## config.mk

```make
export PLATFORM = sky130hd
export DESIGN_NAME = store_byte_unit
export DESIGN_NICKNAME = d
export VERILOG_FILES = /design/src/rtl/store_byte_unit_pkg.sv /design/src/rtl/byte_merge.sv /design/src/rtl/store_byte_unit.sv
export SDC_FILE = /design/constraint.sdc
export NUM_CORES = 1
export LEC_CHECK = 0
export CAP_MARGIN = 20
export CORE_ASPECT_RATIO = 0.6
export CORE_MARGIN = 2
export CORE_UTILIZATION = 60
export DETAILED_ROUTE_END_ITERATION = 8
export DONT_BUFFER_PORTS = 1
export GPL_TIMING_DRIVEN = 1
export PLACE_DENSITY = 0.85
export SYNTH_ARGS = -nofsm -noshare
export SYNTH_HDL_FRONTEND = slang
export SYNTH_SLANG_ARGS = --single-unit
```

## constraint.sdc

```tcl
create_clock -name clk -period 2.65 [get_ports clk]
set_input_delay 0.53 -clock clk [delete_from_list [all_inputs] [get_ports clk]]
set_output_delay 0.53 -clock clk [all_outputs]
set_load 0.02 [all_outputs]
```

## src/rtl/store_byte_unit_pkg.sv

```systemverilog
// Shared encodings for the store-byte unit: FSM state values, byte-lane
// indices and a small state-decode helper.
package store_byte_unit_pkg;

  localparam logic [1:0] ST_IDLE  = 2'b00;
  localparam logic [1:0] ST_READ  = 2'b01;
  localparam logic [1:0] ST_WRITE = 2'b10;
  localparam logic [1:0] ST_DONE  = 2'b11;

  // Lane n covers bits [8n+7:8n], matching the load-byte read path.
  localparam logic [1:0] LANE_0 = 2'd0;
  localparam logic [1:0] LANE_1 = 2'd1;
  localparam logic [1:0] LANE_2 = 2'd2;
  localparam logic [1:0] LANE_3 = 2'd3;

  function automatic logic is_mem_state(input logic [1:0] st);
    return (st == ST_READ) || (st == ST_WRITE);
  endfunction

endpackage

```

## src/rtl/byte_merge.sv

```systemverilog
// Combinational byte-lane insertion: replaces one lane of a word with a byte,
// leaving the other three lanes untouched.
module byte_merge
  import store_byte_unit_pkg::*;
(
  input  logic [31:0] word,
  input  logic [7:0]  data_byte,
  input  logic [1:0]  lane,
  output logic [31:0] merged
);

  // Lane select; unselected bits pass straight through from word.
  always_comb begin
    merged = word;
    case (lane)
      LANE_0:  merged[7:0]   = data_byte;
      LANE_1:  merged[15:8]  = data_byte;
      LANE_2:  merged[23:16] = data_byte;
      LANE_3:  merged[31:24] = data_byte;
      default: merged = word;
    endcase
  end

endmodule

```

## src/rtl/store_byte_unit.sv

```systemverilog
// Store unit for STR/STRB: word stores go straight to memory, byte stores do a
// read-modify-write of the containing word, stalling the core while busy.
module store_byte_unit
  import store_byte_unit_pkg::*;
#(
  parameter int ADDR_W = 32
) (
  input  logic              clk,
  input  logic              reset,
  input  logic              MemWrite,
  input  logic              StoreByte,
  input  logic [ADDR_W-1:0] Addr,
  input  logic [31:0]       WriteData,
  output logic              Stall,
  output logic              Done,
  output logic              mem_req,
  output logic              mem_we,
  output logic [ADDR_W-1:0] mem_addr,
  output logic [31:0]       mem_wdata,
  input  logic [31:0]       mem_rdata,
  input  logic              mem_ack
);

  logic [1:0]        state_q, state_d;
  logic [ADDR_W-1:0] addr_q, addr_d;
  logic              sb_q, sb_d;
  // Holds the latched store data, later overwritten by the merged word on a byte store.
  logic [31:0]       wword_q, wword_d;
  logic [31:0]       merged_word;

  byte_merge u_merge (
    .word      (mem_rdata),
    .data_byte (wword_q[7:0]),
    .lane      (addr_q[1:0]),
    .merged    (merged_word)
  );

  // Next-state and datapath update; mem_ack only matters in READ and WRITE.
  always_comb begin
    state_d = state_q;
    addr_d  = addr_q;
    sb_d    = sb_q;
    wword_d = wword_q;
    case (state_q)
      ST_IDLE: begin
        if (MemWrite) begin
          addr_d  = Addr;
          sb_d    = StoreByte;
          wword_d = WriteData;
          state_d = StoreByte ? ST_READ : ST_WRITE;
        end else begin
          state_d = ST_IDLE;
        end
      end
      ST_READ: begin
        if (mem_ack) begin
          wword_d = sb_q ? merged_word : wword_q;
          state_d = ST_WRITE;
        end else begin
          state_d = ST_READ;
        end
      end
      ST_WRITE: begin
        if (mem_ack) begin
          state_d = ST_DONE;
        end else begin
          state_d = ST_WRITE;
        end
      end
      ST_DONE: state_d = ST_IDLE;
      default: state_d = ST_IDLE;
    endcase
  end

  // State and latched-operand registers with synchronous active-low reset.
  always_ff @(posedge clk) begin
    if (!reset) begin
      state_q <= ST_IDLE;
      addr_q  <= {ADDR_W{1'b0}};
      sb_q    <= 1'b0;
      wword_q <= 32'h0000_0000;
    end else begin
      state_q <= state_d;
      addr_q  <= addr_d;
      sb_q    <= sb_d;
      wword_q <= wword_d;
    end
  end

  // Memory handshake is a pure decode of the state register.
  assign mem_req   = is_mem_state(state_q);
  assign mem_we    = (state_q == ST_WRITE);
  assign mem_addr  = {addr_q[ADDR_W-1:2], 2'b00};
  assign mem_wdata = wword_q;
  assign Done      = (state_q == ST_DONE);
  assign Stall     = reset & (((state_q == ST_IDLE) & MemWrite) | is_mem_state(state_q));

endmodule

```

==> results.md <==
- Post-CTS setup buffers: 0
- Clock buffer depth: 2
- Syn. warnings: 0
- Worst min-delay path category: input port to register
- CP Class: register to output pin
- Ports: 169
- Finished Core Util: 0.6112
- Mapped Cells: 415
- Total wire length: 8282 um
- Worst R2R End: mem_wdata[23]
- CTS Root Cell: clkbuf_8
- CP max stage cell: ha_1
- Hold depth: 2
- Final non-filler cell total: 453
- Pins over their slew limit: 0
- Cts-stage hold buffer count: 0
- Core area: 5570 sq um
- Least-Margin Pin Slew: 0.6237 ns
- Tmin final: 2.191 ns
- Syn_area_per_cell: 8.309 sq um
- Die area: 6389 sq um
- Starting Density: 0.6190
- Max Cap Viol: 0
- Cts repair resizes: 0
- WHS: 0.3196 ns
- Setup crit start kind: register
- Die Ht: 62.72 um
- Setup_tns: 0 ns
- Fin nets: 476
- Pin count of the biggest net entering global routing: 39
- Post-synthesis sequential area ratio: 0.3890
- Die width: 101.9 um
- Final HPWL DP: 6041 um
- Syn Std Cell Area: 3448 sq um
- Status: completed
- CTS tree: yes
- Initial DRT Pass Iterations: 4
- First-pass GRT wire length: 13030 um
- Critical-path cell list: inv_1 -> ha_1 -> nor2_1 -> nor2_1
- FF-to-FF path depth: 6
- Max-slew headroom: 0.5833
- DRT iter0 DRCs: 185
- Antenna violations before repair: 0
- Via count of the first global-routing pass: 2614
- Max VDD drop: 0.3798 mV
- Crit path arrival time: 1.66 ns
- Final worst-path cycle share: 0.8268
- Final ANT Viol Nets: 0
- CP max FO: 4
- Clock sink total: 67
- Port Buffers: 0
- Clk Latency, worst-skew pair: 0.34 ns
- Total gr overflow: 0
- Placed Cells incl. Taps: 438
- H-tree depth: 3
- Leakage power: 1.347 nW
- Worst Path Required: 2.12 ns
- GRT Util Overall: 0.2628
- Hold Path End: mem_wdata[7]
- Achievable frequency: 456.4 MHz
- Hold path start: reset
- Antenna diode count: 0
- #FFs+latches synth: 67
- Wire per inst: 18.28 um
- Clock Skew: 0.01067 ns
- Clock slew at reported path FFs: 0.07 ns
- Crit Reg-Reg Startpoint: state_q[1]
- CP endpoint kind: output pin
- Proportion of layout cells with a drive suffix above 1: 0.1153
- Pwr Density: 952.1 nW/um^2
- GP Congestion: 0.7882
- Number of remaining DRC errors: 0
- CTS Buf Count: 9
- RSZ-0062 raised after global routing: false
- Yosys cell types: 30
- Most frequent cell on the critical path: nor2_1
- FP Rows: 21
- Mean number of vias per cell: 6.051
- R2r setup slk: 0.70 ns
- Final setup vio count: 0
- Total vias in the final route: 2741
- Layout area overhead: -1.270%
- Largest stage delay on the critical path: 0.42 ns
- Final Hold Fails: 0
==> logic make-up after synthesis <==
logic type               after synthesis  synth area share
AND/OR/NAND/NOR                      140            0.1840
AO/OA/AOI/OAI                         97            0.2046
buffers and inverters                 87            0.1473
flip-flops                            67            0.3890
multiplexers                          17           0.05225
adder cells (fa/ha/maj)                6           0.02177
other                                  1          0.001087
==> cell usage after synthesis <==
cell | instances | share of area
conb_1 | 1 | 0.0011
a21boi_1 | 1 | 0.0022
buf_2 | 13 | 0.019
ha_1 | 6 | 0.022
dfxtp_1 | 67 | 0.39
a22o_1 | 24 | 0.061
buf_1 | 4 | 0.0044
mux2i_1 | 9 | 0.026
a21bo_2 | 8 | 0.023
buf_6 | 4 | 0.013
nor2b_1 | 3 | 0.0054
nor2_1 | 10 | 0.011
nand2b_1 | 1 | 0.0018
nand2_1 | 100 | 0.11
a21oi_1 | 33 | 0.048
o21ai_0 | 1 | 0.0014
nand4b_1 | 16 | 0.041
o221ai_1 | 16 | 0.041
a221o_1 | 1 | 0.0029
buf_4 | 36 | 0.078
a211oi_1 | 4 | 0.0087
inv_2 | 1 | 0.0011
clkbuf_1 | 10 | 0.011
nor3_2 | 1 | 0.0029
nand3_1 | 8 | 0.012
and2_1 | 1 | 0.0018
inv_1 | 19 | 0.021
o21a_1 | 1 | 0.0022
a31oi_1 | 8 | 0.015
mux2_2 | 8 | 0.026
==> critical path, delay by kind of cell, from the launching register on <==
family / cells / cell delay [ns]
and+or+nand+nor: 2 / 0.40
DFF: 1 / 0.39
buffers and inverters: 1 / 0.10
adders and majority gates: 1 / 0.42
==> power by group <==
part | switching (mW) | total [mW] | internal [mW]
Clock | 0.377 | 0.924 | 0.547
Combinational | 0.457 | 0.764 | 0.307
Sequential | 0.369 | 1.55 | 1.19
Total | 1.20 | 3.24 | 2.04
==> metal layers <==
metal | share of wire | vias up | track usage
met3 | 0.13 | 7 | 0.1197
met5 | 0 | - | 0
li1 | - | 1301 | -
met1 | 0.40 | 1290 | 0.3312
met4 | 0.0066 | 0 | 0.06833
met2 | 0.46 | 143 | 0.4087
==> per-stage QoR <==
step / total power, mW / cell area (sq um) / setup WS (ns)
6_report: 3.242 / 3405 / 0.4590
5_1_grt: 3.423 / 3405 / 0.3547
4_1_cts: 3.250 / 3405 / 0.4304
3_5_place_dp: 2.335 / 3189 / 0.7504
3_3_place_gp: 2.297 / 3189 / 0.8347
2_1_floorplan: 2.260 / 3452 / 0.7517
==> registers in the layout, summed over array words and instances (netlist names) <==
name and cells:
addr_q 32, sb_q 1, state_q 2, mem_wdata 32
==> cells in the final DEF, fill, tap and decap left out, drive strengths merged <==
master    Yosys  final
mux2i         9      9
bufinv        0      2
nand2b        1      1
nand4b       16     16
ha            6      6
clkbuf       10     10
conb          1      2
nor3          1      1
buf          57      9
a21oi        33     33
a211oi        4      4
a221o         1      1
a21bo         8      8
clkinv        0      2
inv          20     20
nor2         10     10
a31oi         8      8
o221ai       16     16
o21ai         1      1
a22o         24     24
nand2       100    100
and2          1      1
dfxtp        67     67
a21boi        1      1
o21a          1      1
nand3         8      8
nor2b         3      3
mux2          8      8
clkinvlp      0      1
==> layout make-up <==
class | count | area (sq um)
clock buffers | 10 | 137.6
clock inverters | 5 | 77.57
fillers | 496 | 2166
inverters | 20 | 75.07
multi-input cells | 262 | 1605
flip-flops and latches | 67 | 1341
well taps | 80 | 100.1
repair buffers | 9 | 67.56
==> worst max path at each step <==
| stage | from | to | slack [ns] | cells after the start |
|---|---|---|---|---|
| 5_1_grt | state_q[0] | Stall | 0.35 | 4 |
| 3_3_place_gp | state_q[1] | mem_wdata[3] | 0.83 | 5 |
| 4_1_cts | state_q[0] | Stall | 0.43 | 4 |
| 6_report | state_q[0] | Stall | 0.46 | 4 |
| 2_1_floorplan | state_q[0] | Stall | 0.75 | 7 |
| 3_5_place_dp | state_q[1] | mem_wdata[15] | 0.75 | 6 |
Power figures use the tool's default switching activity.
